<file path="src/rtl/math_pkg.sv">
// Shared arithmetic-peripheral definitions.
// Holds the default operand widths used by both the multiplier (math) and the
// divider (math_div) so their operands stay matched, plus the divider FSM states.
package math_pkg;

  // Dividend / quotient width (signed two's complement).
  localparam int unsigned DwDefault = 12;
  // Divisor / remainder width (signed two's complement).
  localparam int unsigned VwDefault = 9;

  typedef enum logic [1:0] {
    IDLE,
    CALC,
    FIX
  } state_e;

endpackage

</file>
<file path="src/rtl/math_div_step.sv">
// One restoring-division iteration (purely combinational).
// Ports:
//   rem_in  - partial remainder magnitude before this step
//   bit_in  - next dividend bit (MSB first) shifted into the remainder
//   dvs     - divisor magnitude
//   rem_out - partial remainder after shift / trial subtract / restore
//   q_bit   - quotient bit produced by this step
module math_div_step #(
  parameter int unsigned VW = 9
) (
  input  logic [VW-1:0] rem_in,
  input  logic          bit_in,
  input  logic [VW-1:0] dvs,
  output logic [VW-1:0] rem_out,
  output logic          q_bit
);

  logic [VW:0]   shifted;
  logic [VW+1:0] diff;

  always_comb begin
    shifted = {rem_in, bit_in};
    // One extra bit so the MSB of diff is a true borrow.
    diff    = {1'b0, shifted} - {2'b00, dvs};
    q_bit   = ~diff[VW+1];
    // rem_in < dvs keeps both candidates below 2^VW.
    rem_out = q_bit ? diff[VW-1:0] : shifted[VW-1:0];
  end

endmodule

</file>
<file path="src/rtl/math_div.sv">
// Iterative signed integer divider, one restoring step per clock.
// Quotient truncates toward zero; remainder takes the dividend's sign.
// Ports:
//   clk, reset     - clock and synchronous active-high reset
//   start          - request, sampled only while idle
//   dividend       - DW-bit signed dividend, captured on the accepted start
//   divisor        - VW-bit signed divisor, captured on the accepted start
//   busy           - high from the cycle after an accepted start until done
//   done           - one-cycle pulse; results valid from this cycle on
//   quotient       - DW-bit signed quotient, held until the next done
//   remainder      - VW-bit signed remainder, held until the next done
//   div_by_zero    - set with done when the divisor was zero
module math_div
  import math_pkg::*;
#(
  parameter int unsigned DW = DwDefault,
  parameter int unsigned VW = VwDefault
) (
  input  logic                 clk,
  input  logic                 reset,
  input  logic                 start,
  input  logic signed [DW-1:0] dividend,
  input  logic signed [VW-1:0] divisor,
  output logic                 busy,
  output logic                 done,
  output logic signed [DW-1:0] quotient,
  output logic signed [VW-1:0] remainder,
  output logic                 div_by_zero
);

  localparam int unsigned CW = $clog2(DW);

  state_e        state;
  // dvd_q shifts out dividend bits at the top and collects quotient bits at the bottom.
  logic [DW-1:0] dvd_q;
  logic [VW-1:0] dvs_q;
  logic [VW-1:0] rem_q;
  logic [CW-1:0] cnt_q;
  logic          q_neg_q;
  logic          r_neg_q;
  logic          dz_q;

  logic [DW-1:0] dvd_abs;
  logic [VW-1:0] dvs_abs;
  logic [VW-1:0] rem_step;
  logic          q_bit;

  // -(-2^(DW-1)) wraps to 2^(DW-1), which is exactly right as an unsigned magnitude.
  assign dvd_abs = dividend[DW-1] ? -dividend : dividend;
  assign dvs_abs = divisor[VW-1]  ? -divisor  : divisor;

  math_div_step #(
    .VW (VW)
  ) u_step (
    .rem_in  (rem_q),
    .bit_in  (dvd_q[DW-1]),
    .dvs     (dvs_q),
    .rem_out (rem_step),
    .q_bit   (q_bit)
  );

  always_ff @(posedge clk) begin
    if (reset) begin
      state       <= IDLE;
      busy        <= 1'b0;
      done        <= 1'b0;
      quotient    <= '0;
      remainder   <= '0;
      div_by_zero <= 1'b0;
      dvd_q       <= '0;
      dvs_q       <= '0;
      rem_q       <= '0;
      cnt_q       <= '0;
      q_neg_q     <= 1'b0;
      r_neg_q     <= 1'b0;
      dz_q        <= 1'b0;
    end else begin
      done <= 1'b0;
      unique case (state)
        IDLE: begin
          if (start) begin
            dvd_q   <= dvd_abs;
            dvs_q   <= dvs_abs;
            rem_q   <= '0;
            cnt_q   <= CW'(DW - 1);
            q_neg_q <= dividend[DW-1] ^ divisor[VW-1];
            r_neg_q <= dividend[DW-1];
            busy    <= 1'b1;
            if (divisor == '0) begin
              dz_q  <= 1'b1;
              state <= FIX;
            end else begin
              dz_q  <= 1'b0;
              state <= CALC;
            end
          end
        end
        CALC: begin
          rem_q <= rem_step;
          dvd_q <= {dvd_q[DW-2:0], q_bit};
          if (cnt_q == '0) begin
            state <= FIX;
          end else begin
            cnt_q <= cnt_q - 1'b1;
          end
        end
        FIX: begin
          if (dz_q) begin
            quotient  <= '1;
            remainder <= '0;
          end else begin
            quotient  <= q_neg_q ? -dvd_q : dvd_q;
            remainder <= r_neg_q ? -rem_q : rem_q;
          end
          div_by_zero <= dz_q;
          busy        <= 1'b0;
          done        <= 1'b1;
          state       <= IDLE;
        end
        default: state <= IDLE;
      endcase
    end
  end

endmodule

</file>
<file path="config.mk">
export PLATFORM = sky130hd
export DESIGN_NAME = math_div
export DESIGN_NICKNAME = d
export VERILOG_FILES = /design/src/rtl/math_pkg.sv /design/src/rtl/math_div_step.sv /design/src/rtl/math_div.sv
export SDC_FILE = /design/constraint.sdc
export NUM_CORES = 1
export LEC_CHECK = 0
export ABC_AREA = 1
export CAP_MARGIN = 5
export CORE_MARGIN = 2
export CORE_UTILIZATION = 27
export CTS_BUF_LIST = sky130_fd_sc_hd__clkbuf_16
export DETAILED_ROUTE_END_ITERATION = 8
export SLEW_MARGIN = 5
export SYNTH_ARGS = -nofsm -noshare
export SYNTH_HDL_FRONTEND = slang
export SYNTH_HIERARCHICAL = 1
export SYNTH_SLANG_ARGS = --single-unit
</file>
<file path="constraint.sdc">
create_clock -name clk -period 4.6 [get_ports clk]
set_clock_uncertainty 0.1 [all_clocks]
set_input_delay 0.69 -clock clk [delete_from_list [all_inputs] [get_ports clk]]
set_output_delay 0.69 -clock clk [all_outputs]
set_load 0.005 [all_outputs]
</file>
==> results.py <==
metrics = {
    "outcome": {
        "status": "finished, final reports clean",
    },
    "place": {
        "gp_congestion": 0.8434,
        "place_worst_setup_slack_ns": 2.046,
        "io_buffers": 47,
        "dpl.hpwl_microns": 7303,
        "place_area_sq_mm": 0.004586,
    },
    "sta": {
        "setup_ws_ns": 2.384,
        "holdWs_ns": 0.3615,
        "max_freq_ghz": 0.4512,
        "finalSetupTns_ns": 0,
        "rsz0062_at_grt": "false",
        "finalCritPeriodShare": 0.4818,
        "setup_violations": 0,
        "tightestPinTransition_ns": 0.7594,
        "slew_headroom": 0.4932,
        "hold_viol": 0,
        "period_needed_ns": 2.216,
        "slew_violations": 0,
    },
    "final_layout": {
        "n_antenna_cell": 0,
        "fin_util": 0.3371,
        "final_cell_mix": "157 x nand2_1, 81 x inv_1, 63 x dfxtp_1, 57 x a21oi_1, 47 x clkdlybuf4s50_1",
        "area_delta_synth_final_pct": 21.99,
        "final_common_cell": "nand2_1",
        "final_net_count": 681,
        "fillers": 1642,
        "drive_gt1_frac": 0.07276,
        "fin_area_sq_mm": 0.004900,
    },
    "worst_setup_path": {
        "r2r_cells": 6,
        "r2r_setup_slack_ns": 2.57,
        "end_kind": "flop",
        "r2r-start": "state[0]",
        "cp.arrival_ns": 2.31,
        "cp-endpoint": "r_neg_q",
        "r2r_end": "dvd_q[0]",
        "crit_type": "input pin to flop",
        "path_max_fanout": 38,
        "worstPathRequired_ns": 4.70,
        "startpoint": "reset",
        "cp-start-kind": "input pin",
    },
    "grt": {
        "grt_use_total": 0.1289,
        "antenna_found_initial": 0,
        "grt_pass1_wl_microns": 17040,
        "grt_max_degree": 39,
        "grt_pass1_vias": 3636,
        "overflow": 0,
    },
    "drt": {
        "drt-vias-per-instance": 4.628,
        "drt_iter0_markers": 288,
        "vias": 3841,
        "wirelength_microns": 9796,
        "drc": 0,
        "drt_pass1_iterations": 4,
        "drt.antenna.violating_nets": 0,
        "avgRoutedWirePerCell_microns": 11.80,
    },
    "clock_network": {
        "cts_made_buffers": 9,
        "htree_levels": 3,
        "clkSinkCount": 63,
        "cts_setup_buffers": 0,
        "cts_resized": 0,
        "cts_root_buf": "clkbuf_16",
        "cts_buffer_depth": 2,
        "cts_tree": "yes",
        "holdBufCountCts": 0,
        "clk_pin_slew_ns": 0.06,
        "clk_latency_ns": 0.33,
    },
    "power": {
        "switching_share": 0.3384,
        "combPwrFrac": 0.296,
        "pwr-share-seq": 0.334,
        "p_leak_nw": 2.115,
        "p_per_area_mw_per_mm2": 393.8,
        "intPower_mw": 1.276,
        "p_switching_mw": 0.6530,
        "ir_worst_vdd_mv": 0.2392,
        "clkPwrFrac": 0.370,
    },
    "run": {
        "cap_violations": 0,
    },
    "floorplanning": {
        "die_h_microns": 126.0,
        "initial_core_util": 0.2763,
        "die_x_microns": 126.0,
        "rows": 44,
        "ios": 48,
        "coreArea_sq_mm": 0.01453,
        "dieArea_sq_mm": 0.01587,
    },
    "yosys": {
        "synth_warnings": 6,
        "ys_types": 42,
        "synth-seq-cells": 63,
        "synth_area_per_cell_sq_um": 6.661,
        "yosysSeqAreaShare": 0.3140,
        "syn-num-nets": 643,
        "syn_inst": 603,
        "syn-cell-area_sq_mm": 0.004016,
    },
    "worst_hold_path": {
        "hp-class": "flop to flop",
    },
}
## power by group through the flow
stage	combinational, mW	sequential [mW]	clock [mW]
detailed placement	0.570	0.654	0
CTS	0.575	0.643	0.727
finish	0.572	0.644	0.714
floorplan	0.486	0.633	0
global placement	0.565	0.655	0
global route	0.663	0.651	0.757
## cell type report
class                   instances  area, sq um  share of cell area
repair buffers                 48        478.0             0.09755
multi-input cells             434         2285              0.4663
well taps                     184        230.2             0.04699
clock inverters                 7        88.84             0.01813
flip-flops and latches         63         1261              0.2574
inverters                      85        331.6             0.06767
clock buffers                   9        225.2             0.04597
## through the flow
step | std cells | power (mW)
finish | 830 | 1.929
global route | 830 | 2.070
CTS | 830 | 1.945
detailed placement | 814 | 1.225
global placement | 814 | 1.220
floorplan | 603 | 1.118
## per-layer routing
layer  routed length, microns  track usage  vias up
met1                     4853       0.1742     1722
met3                      336      0.02931        8
met5                        0            0        -
met4                       67      0.03232        0
li1                         -            -     2040
met2                     4539       0.2087       71
## cells in the mapped netlist
cell type	number	share of area
nand3_4	2	0.0087
nand4_1	10	0.016
buf_2	8	0.010
nand3b_1	6	0.011
o31ai_1	1	0.0019
nor2_4	1	0.0028
nand2_4	1	0.0028
nand2_1	157	0.15
buf_1	1	0.00093
nand3_2	5	0.012
xor2_1	8	0.017
nor2_2	1	0.0016
nor3_1	5	0.0062
buf_12	1	0.0050
o21ai_1	1	0.0012
inv_1	80	0.075
buf_6	4	0.011
nand2_2	4	0.0062
nor2_8	1	0.0050
xnor2_1	3	0.0065
clkbuf_1	6	0.0056
nand3_1	44	0.055
inv_4	2	0.0031
a21oi_4	1	0.0041
a21oi_2	3	0.0065
or2_2	2	0.0031
a31oi_1	4	0.0062
nor2_1	44	0.041
a21oi_1	57	0.071
o21ai_0	40	0.050
a21o_1	1	0.0019
buf_4	1	0.0019
o22ai_1	1	0.0016
or2_1	1	0.0016
o221ai_1	3	0.0065
inv_8	1	0.0028
o211ai_1	5	0.0093
fa_1	1	0.0050
dfxtp_1	63	0.31
inv_2	2	0.0019
ha_1	15	0.047
o21ai_2	6	0.013
## registers in the layout, indices dropped and copies added, names as in the netlist
register and cells:
dvd_q 12, quotient 12, dvs_q 9, rem_q 9, remainder 9, cnt_q 4
state 2, busy 1, div_by_zero 1, done 1, dz_q 1, q_neg_q 1
r_neg_q 1
## worst min-delay path by stage
stage	start	to	slack (ns)	cells past startpoint
floorplan	dvd_q[9]	dvd_q[9]	0.35	2
global route	remainder[6]	remainder[6]	0.39	2
CTS	remainder[0]	remainder[0]	0.37	2
detailed placement	remainder[0]	remainder[0]	0.36	2
finish	remainder[0]	remainder[0]	0.36	2
global placement	remainder[0]	remainder[0]	0.36	2
## kinds of logic after synthesis
logic type | count (synthesis) | synth area share
and+or+nand+nor | 284 | 0.3199
AOI/OAI and AO/OA | 123 | 0.1732
buffers and inverters | 106 | 0.1171
DFF | 63 | 0.3140
adders and majority gates | 16 | 0.05171
xor gates and xnor gates | 11 | 0.02399
## critical path, stage by stage
cell and delay [ns]:
clkdlybuf4s50_1 0.45, buf_4 0.37, inv_1 0.47, nand2_1 0.23, o22ai_1 0.09
Note: power is estimated with default switching activity, not from simulation.
